===== src/rtl/lamp_disc_shader.sv =====
// rtl/lamp_disc_shader.sv - three-stage lamp disc/ring pixel shader with double-buffered geometry and amber blink
module lamp_disc_shader #(
    parameter int             NUM_LAMPS = 3,
    parameter int             X_W       = 8,
    parameter int             Y_W       = 9,
    parameter int             R_W       = 9,
    parameter int             COL_W     = 3,
    parameter int             RING_MODE = 0,
    parameter int             RING_T    = 2,
    parameter int             BLINK_FR  = 30,
    parameter logic [COL_W-1:0] BG_COL  = 3'b000,
    parameter logic [COL_W-1:0] OFF_COL = 3'b000,
    parameter logic [COL_W-1:0] RED_COL = 3'b100,
    parameter logic [COL_W-1:0] AMB_COL = 3'b110,
    parameter logic [COL_W-1:0] GRN_COL = 3'b010,
    localparam int            IDX_W     = (NUM_LAMPS > 1) ? $clog2(NUM_LAMPS) : 1
) (
    input  logic                   clk_i,
    input  logic                   reset_i,
    input  logic                   frame_start_i,
    input  logic                   pix_valid_i,
    input  logic [X_W-1:0]         pix_x_i,
    input  logic [Y_W-1:0]         pix_y_i,
    input  logic [2*NUM_LAMPS-1:0] light_state_i,
    input  logic                   cfg_we_i,
    input  logic [IDX_W-1:0]       cfg_idx_i,
    input  logic [X_W-1:0]         cfg_cx_i,
    input  logic [Y_W-1:0]         cfg_cy_i,
    input  logic [R_W-1:0]         cfg_r_i,
    output logic                   out_valid_o,
    output logic [COL_W-1:0]       out_col_o,
    output logic                   out_hit_o,
    output logic [IDX_W-1:0]       out_idx_o
);
    localparam int M_W   = (X_W > Y_W) ? X_W : Y_W;
    localparam int D_W   = M_W + 2;
    localparam int SQ_W  = 2 * (M_W + 1) + 1;
    localparam int R2_W  = 2 * R_W;
    localparam int C_W   = (SQ_W > R2_W) ? SQ_W : R2_W;
    localparam int CNT_W = (BLINK_FR > 1) ? $clog2(BLINK_FR) : 1;

    logic [X_W-1:0]  sh_cx_q  [NUM_LAMPS];
    logic [X_W-1:0]  sh_cx_d  [NUM_LAMPS];
    logic [Y_W-1:0]  sh_cy_q  [NUM_LAMPS];
    logic [Y_W-1:0]  sh_cy_d  [NUM_LAMPS];
    logic [R_W-1:0]  sh_r_q   [NUM_LAMPS];
    logic [R_W-1:0]  sh_r_d   [NUM_LAMPS];
    logic [R_W-1:0]  rin_d    [NUM_LAMPS];
    logic [X_W-1:0]  act_cx_q [NUM_LAMPS];
    logic [Y_W-1:0]  act_cy_q [NUM_LAMPS];
    logic [R2_W-1:0] r2_q     [NUM_LAMPS];
    logic [R2_W-1:0] ri2_q    [NUM_LAMPS];

    logic signed [D_W-1:0]  dx_d [NUM_LAMPS];
    logic signed [D_W-1:0]  dy_d [NUM_LAMPS];
    logic signed [D_W-1:0]  dx_q [NUM_LAMPS];
    logic signed [D_W-1:0]  dy_q [NUM_LAMPS];
    logic signed [SQ_W-1:0] ex_w [NUM_LAMPS];
    logic signed [SQ_W-1:0] ey_w [NUM_LAMPS];
    logic [SQ_W-1:0]        sq_d [NUM_LAMPS];
    logic [SQ_W-1:0]        sq_q [NUM_LAMPS];

    logic                   valid_s1_q, valid_s2_q;
    logic [2*NUM_LAMPS-1:0] st_s1_q, st_s2_q;
    logic                   ph_s1_q, ph_s2_q;
    logic [CNT_W-1:0]       cnt_q;
    logic                   phase_q;

    logic                   hit_any;
    logic [IDX_W-1:0]       win_idx;
    logic [1:0]             win_st;
    logic [COL_W-1:0]       col_d;

    // A write coinciding with frame_start merges here first so the commit sees it.
    always_comb begin
        for (int i = 0; i < NUM_LAMPS; i++) begin
            sh_cx_d[i] = sh_cx_q[i];
            sh_cy_d[i] = sh_cy_q[i];
            sh_r_d[i]  = sh_r_q[i];
            if (cfg_we_i && (cfg_idx_i == IDX_W'(i))) begin
                sh_cx_d[i] = cfg_cx_i;
                sh_cy_d[i] = cfg_cy_i;
                sh_r_d[i]  = cfg_r_i;
            end
            rin_d[i] = (sh_r_d[i] > R_W'(RING_T)) ? (sh_r_d[i] - R_W'(RING_T)) : '0;
        end
    end

    always_comb begin
        for (int i = 0; i < NUM_LAMPS; i++) begin
            dx_d[i] = $signed({{(D_W-X_W){1'b0}}, pix_x_i}) - $signed({{(D_W-X_W){1'b0}}, act_cx_q[i]});
            dy_d[i] = $signed({{(D_W-Y_W){1'b0}}, pix_y_i}) - $signed({{(D_W-Y_W){1'b0}}, act_cy_q[i]});
            ex_w[i] = SQ_W'(dx_q[i]);
            ey_w[i] = SQ_W'(dy_q[i]);
            sq_d[i] = unsigned'(ex_w[i] * ex_w[i] + ey_w[i] * ey_w[i]);
        end
    end

    // Walk from the top index down so the lowest-index hit overwrites the rest.
    always_comb begin
        hit_any = 1'b0;
        win_idx = '0;
        win_st  = 2'b00;
        for (int i = NUM_LAMPS - 1; i >= 0; i--) begin
            if ((C_W'(sq_q[i]) < C_W'(r2_q[i])) &&
                ((RING_MODE == 0) || (C_W'(sq_q[i]) >= C_W'(ri2_q[i])))) begin
                hit_any = 1'b1;
                win_idx = IDX_W'(i);
                win_st  = st_s2_q[2*i +: 2];
            end
        end
        col_d = BG_COL;
        if (hit_any) begin
            case (win_st)
                2'b00: col_d = OFF_COL;
                2'b01: col_d = RED_COL;
                2'b10: col_d = ph_s2_q ? OFF_COL : AMB_COL;
                2'b11: col_d = GRN_COL;
            endcase
        end
    end

    always_ff @(posedge clk_i or posedge reset_i) begin
        if (reset_i) begin
            for (int i = 0; i < NUM_LAMPS; i++) begin
                sh_cx_q[i]  <= '0;
                sh_cy_q[i]  <= '0;
                sh_r_q[i]   <= '0;
                act_cx_q[i] <= '0;
                act_cy_q[i] <= '0;
                r2_q[i]     <= '0;
                ri2_q[i]    <= '0;
                dx_q[i]     <= '0;
                dy_q[i]     <= '0;
                sq_q[i]     <= '0;
            end
            valid_s1_q  <= 1'b0;
            valid_s2_q  <= 1'b0;
            st_s1_q     <= '0;
            st_s2_q     <= '0;
            ph_s1_q     <= 1'b0;
            ph_s2_q     <= 1'b0;
            cnt_q       <= '0;
            phase_q     <= 1'b0;
            out_valid_o <= 1'b0;
            out_col_o   <= '0;
            out_hit_o   <= 1'b0;
            out_idx_o   <= '0;
        end else begin
            for (int i = 0; i < NUM_LAMPS; i++) begin
                sh_cx_q[i] <= sh_cx_d[i];
                sh_cy_q[i] <= sh_cy_d[i];
                sh_r_q[i]  <= sh_r_d[i];
                if (frame_start_i) begin
                    act_cx_q[i] <= sh_cx_d[i];
                    act_cy_q[i] <= sh_cy_d[i];
                    r2_q[i]     <= R2_W'(sh_r_d[i]) * R2_W'(sh_r_d[i]);
                    ri2_q[i]    <= R2_W'(rin_d[i]) * R2_W'(rin_d[i]);
                end
                dx_q[i] <= dx_d[i];
                dy_q[i] <= dy_d[i];
                sq_q[i] <= sq_d[i];
            end
            if (frame_start_i) begin
                if (cnt_q == CNT_W'(BLINK_FR - 1)) begin
                    cnt_q   <= '0;
                    phase_q <= ~phase_q;
                end else begin
                    cnt_q <= cnt_q + CNT_W'(1);
                end
            end
            valid_s1_q  <= pix_valid_i;
            st_s1_q     <= light_state_i;
            ph_s1_q     <= phase_q;
            valid_s2_q  <= valid_s1_q;
            st_s2_q     <= st_s1_q;
            ph_s2_q     <= ph_s1_q;
            out_valid_o <= valid_s2_q;
            if (valid_s2_q) begin
                out_col_o <= col_d;
                out_hit_o <= hit_any;
                out_idx_o <= win_idx;
            end
        end
    end
endmodule


===== config.mk =====
export PLATFORM = sky130hd
export DESIGN_NAME = lamp_disc_shader
export DESIGN_NICKNAME = d
export VERILOG_FILES = /design/src/rtl/lamp_disc_shader.sv
export SDC_FILE = /design/constraint.sdc
export NUM_CORES = 2
export LEC_CHECK = 0
export ABC_AREA = 1
export CORE_UTILIZATION = 66
export DETAILED_ROUTE_END_ITERATION = 12
export PLACE_DENSITY = 0.83
export RECOVER_POWER = 50
export SYNTH_ARGS = -nofsm -noshare
export SYNTH_HDL_FRONTEND = slang
export SYNTH_SLANG_ARGS = --single-unit

===== constraint.sdc =====
create_clock -name clk_i -period 15.8 [get_ports clk_i]
set_input_delay 4.74 -clock clk_i [delete_from_list [all_inputs] [get_ports clk_i]]
set_output_delay 4.74 -clock clk_i [all_outputs]
set_load 0.1 [all_outputs]

==> results_tabular.tex <==
\begin{tabular}{lr}
\hline
Metric & Value \\
\hline
\multicolumn{2}{l}{\textbf{Synth}} \\
Most used flip-flop cell after synthesis & sky130\_fd\_sc\_hd\_\_dfrtp\_1 \\
Synthesized area divided by synthesized cell count & 8.42 µm² \\
Synthesized area & 41,800 µm² \\
Cell type with the largest total area after synthesis & sky130\_fd\_sc\_hd\_\_fa\_1 \\
Async set-reset flop share out of synthesis & 100\% \\
Post-synthesis simple-gate area fraction & 12.1\% \\
Complex-gate fraction of the synthesized area & 8.19\% \\
Most used standard cell by instance count after synthesis & sky130\_fd\_sc\_hd\_\_inv\_1 \\
Area share of fa/ha/maj cells after synthesis & 41.5\% \\
Share of cell area taken by muxes after synthesis & 0\% \\
Number of nets produced by synthesis & 6,079 \\
Cell count after synthesis & 4,961 \\
Register bit total from synthesis & 328 \\
Ranking of synthesized cells by area & sky130\_fd\_sc\_hd\_\_fa\_1, sky130\_fd\_sc\_hd\_\_dfrtp\_1, sky130\_fd\_sc\_hd\_\_ha\_1, sky130\_fd\_sc\_hd\_\_inv\_1, sky130\_fd\_sc\_hd\_\_nand2\_1 \\
Distinct cell type count of the synthesized netlist & 49 \\
Warnings, synthesis & 0 \\
XOR/XNOR Fraction of Synth Area & 5.31\% \\
Proportion of synthesized chip area in sequential cells & 19.7\% \\
Combinational family with the most area after synthesis & adder cells \\
Most frequent cells after synthesis & sky130\_fd\_sc\_hd\_\_inv\_1, sky130\_fd\_sc\_hd\_\_nand2\_1, sky130\_fd\_sc\_hd\_\_fa\_1 \\
Number of synthesized flops with an enable pin & 0 \\
Synth top area share & 25.7\% \\
\multicolumn{2}{l}{\textbf{Min path}} \\
Hold-critical path endpoint & st\_s2\_q[5]\$\_DFF\_PP0\_ \\
Tightest Hold Check Type & register to register \\
Startpoint of the worst hold path & st\_s1\_q[5]\$\_DFF\_PP0\_ \\
Hold Path Depth & 0 \\
\multicolumn{2}{l}{\textbf{Clock tree}} \\
Source-to-sink clock delay at the later pin of the worst-skew pair & 0.57 ns \\
Clock slew at the register clock pins of the worst setup and hold paths & 0.06 ns \\
Inserted Clock Buffers & 36 \\
Clk Tree Root Cell & sky130\_fd\_sc\_hd\_\_clkbuf\_16 \\
\# H-tree levels & 2 \\
Post-CTS resize count & 0 \\
CTS tree & yes \\
Post-CTS Setup Inserts & 0 \\
Clock Sinks & 328 \\
Max clock buf depth & 3 \\
CTS hold repair buffers & 0 \\
\multicolumn{2}{l}{\textbf{Placement}} \\
Gpl congestion & 0.903 \\
Detailed placer's ending HPWL & 71,700 µm \\
Port Buffer Count & 61 \\
\multicolumn{2}{l}{\textbf{Finish}} \\
Fraction of layout cells with a size suffix above 1 & 2.50\% \\
Area added between synthesis and finish & 5.47\% \\
Number of fill cells in the layout & 4,676 \\
Count of nets after finishing & 6,087 \\
Count of inserted antenna diode cells & 0 \\
\multicolumn{2}{l}{\textbf{Timing}} \\
Max-slew violations & 632 \\
Setup TNS & 0 ns \\
Transition time at the pin with the least slew margin & 4.30 ns \\
Achievable frequency & 85.1 MHz \\
Unrepaired setup endpoints after global routing & no \\
Worst max-slew margin expressed relative to the limit & -186\% \\
Final worst path period share & 74.4\% \\
Setup clock skew after layout & 0.0282 ns \\
Shortest clock period the worst path allows after layout & 11.76 ns \\
Finish-stage setup viols & 0 \\
Final hold violations & 0 \\
\multicolumn{2}{l}{\textbf{Floorplan}} \\
Top-Level Pins & 63 \\
Die width & 254 µm \\
Total die area & 64,300 µm² \\
Site row count & 91 \\
Floorplan die height & 254 µm \\
Core box area & 62,200 µm² \\
Effective utilization at floorplan & 67.2\% \\
\multicolumn{2}{l}{\textbf{Route}} \\
Total DRC errors in the routed layout & 0 \\
Number of DRC markers after the initial detailed-route iteration & 2,039 \\
Per-cell via count in the routed design & 5.34 \\
Total iterations of the first detailed-routing run & 6 \\
Average detailed-routed wire length per instance & 15.2 µm \\
Remaining antenna violation count after routing & 0 \\
Routed wire length & 88,700 µm \\
Total vias in the final route & 31,100 \\
\multicolumn{2}{l}{\textbf{GRT}} \\
First-pass GRT wire length & 153,000 µm \\
Pin count of the biggest net entering global routing & 177 \\
Total congestion overflow after global routing & 0 \\
Number of antenna violations at the first check in global routing & 2 \\
Number of global-route vias before repair & 32,800 \\
GRT Resource Usage Total & 29.3\% \\
\multicolumn{2}{l}{\textbf{Worst setup path}} \\
Arrival time of the worst setup path & 12.10 ns \\
Reg-to-reg endpoint & sq\_q[61]\$\_DFF\_PP0\_ \\
Worst setup EP type & register \\
Worst reg-to-reg path cell count & 22 \\
Kind of launch point of the worst setup path & primary input \\
R2r setup slk & 9.18 ns \\
Worst Setup Path Type & primary input to register \\
Required time of the critical path & 16.15 ns \\
Crit path from & cfg\_idx\_i[0] \\
Critical-path maximum fanout & 52 \\
Source of the worst register-to-register timing path & dy\_q[31]\$\_DFF\_PP0\_ \\
\multicolumn{2}{l}{\textbf{Run status}} \\
Run status & finished with violations \\
Violated checks & max-capacitance violations, max-slew violations \\
\multicolumn{2}{l}{\textbf{Flow run}} \\
Total of max-cap violations & 9 \\
\hline
\end{tabular}
## per-stage QoR
step | std cells | cell area [µm²] | setup WS [ns] | util, % | hold WS (ns)
2_1_floorplan | 4961 | 41800 | 1.98 | - | 0.331
3_3_place_gp | 5767 | 43100 | 5.31 | 69.3 | 0.334
3_5_place_dp | 5767 | 43100 | 5.11 | 69.3 | 0.335
4_1_cts | 5831 | 44300 | 5.68 | 71.2 | 0.347
5_1_grt | 5832 | 44000 | 3.18 | 70.9 | 0.351
6_report | 5832 | 44000 | 4.04 | 70.9 | 0.347
## placed cells by master, fill, tap and decap left out, types with 16 or more instances in the layout
cell type,instances
sky130_fd_sc_hd__nand4_1,24
sky130_fd_sc_hd__nand3_1,87
sky130_fd_sc_hd__clkdlybuf4s50_1,46
sky130_fd_sc_hd__clkbuf_16,37
sky130_fd_sc_hd__ha_1,525
sky130_fd_sc_hd__fa_1,537
sky130_fd_sc_hd__or2_2,16
sky130_fd_sc_hd__nor2_1,273
sky130_fd_sc_hd__xor2_1,149
sky130_fd_sc_hd__o21ai_0,231
sky130_fd_sc_hd__dfrtp_1,328
sky130_fd_sc_hd__inv_1,1346
sky130_fd_sc_hd__o21ai_1,22
sky130_fd_sc_hd__nand2_1,806
sky130_fd_sc_hd__nor3_1,24
sky130_fd_sc_hd__a21oi_1,244
sky130_fd_sc_hd__xnor2_1,104
## kinds of logic after synthesis
group / Yosys count
buf+inv: 1461
flops: 328
other cells: 1
compound gates: 598
xor+xnor: 253
fa+ha+maj: 1062
simple gates: 1258
## routing by layer
| metal | up-vias | global-route usage [%] | part of all wire [%] |
|---|---|---|---|
| met4 | 4 | 11.0 | 3.9 |
| li1 | 14900 | - | - |
| met1 | 15100 | 37.7 | 41 |
| met2 | 868 | 50.6 | 49 |
| met3 | 222 | 3.86 | 5.7 |
| met5 | - | 0 | 0.044 |
## area by class of cell
class	instances	area, µm²	share of cell area (%)
clock inverters	12	114	0.258
flip-flops and latches	328	8210	18.6
repair buffers	71	648	1.47
clock buffers	52	1060	2.41
well taps	837	1050	2.38
inverters	1360	5110	11.6
multi-input cells	3172	27900	63.3
## registers in the layout, summed over array words and instances, names as in the netlist, 24 cells and up
register and cells:
sq_q 63, r2_q 51, dy_q 30, act_cy_q 27, dx_q 27, sh_cy_q 27
sh_r_q 27, act_cx_q 24, sh_cx_q 24
## critical path, stage by stage
cell,delay (ns)
sky130_fd_sc_hd__dlygate4sd3_1,0.54
sky130_fd_sc_hd__nor2_1,0.06
sky130_fd_sc_hd__nand2_2,0.05
sky130_fd_sc_hd__clkbuf_1,1.72
sky130_fd_sc_hd__o21ai_0,1.11
sky130_fd_sc_hd__nor2_1,0.44
sky130_fd_sc_hd__inv_1,0.11
sky130_fd_sc_hd__fa_1,0.51
sky130_fd_sc_hd__fa_1,0.51
sky130_fd_sc_hd__fa_1,0.49
sky130_fd_sc_hd__inv_1,0.05
sky130_fd_sc_hd__fa_1,0.43
sky130_fd_sc_hd__ha_1,0.36
sky130_fd_sc_hd__a21oi_1,0.24
sky130_fd_sc_hd__nand2_1,0.08
sky130_fd_sc_hd__nand2_1,0.09
sky130_fd_sc_hd__nand3_1,0.08
sky130_fd_sc_hd__nand2_1,0.09
sky130_fd_sc_hd__nand2_1,0.06
sky130_fd_sc_hd__nand2_1,0.08
sky130_fd_sc_hd__nand2_1,0.06
sky130_fd_sc_hd__o21ai_0,0.07
sky130_fd_sc_hd__a31oi_1,0.11
## worst max path at each step
| stage | endpoint | slack (ns) |
|---|---|---|
| after global placement | r2_q[32]$_DFFE_PP0P_ | 5.31 |
| final | r2_q[53]$_DFFE_PP0P_ | 4.04 |
| after detailed placement | r2_q[32]$_DFFE_PP0P_ | 5.11 |
| after CTS | r2_q[32]$_DFFE_PP0P_ | 5.68 |
| after floorplan | act_cx_q[0]$_DFFE_PP0P_ | 1.98 |
| after global routing | act_cx_q[2]$_DFFE_PP0P_ | 3.18 |
Power is not shown: default switching activity piles up to over one toggle a cycle in this logic, so the estimate is an artifact.
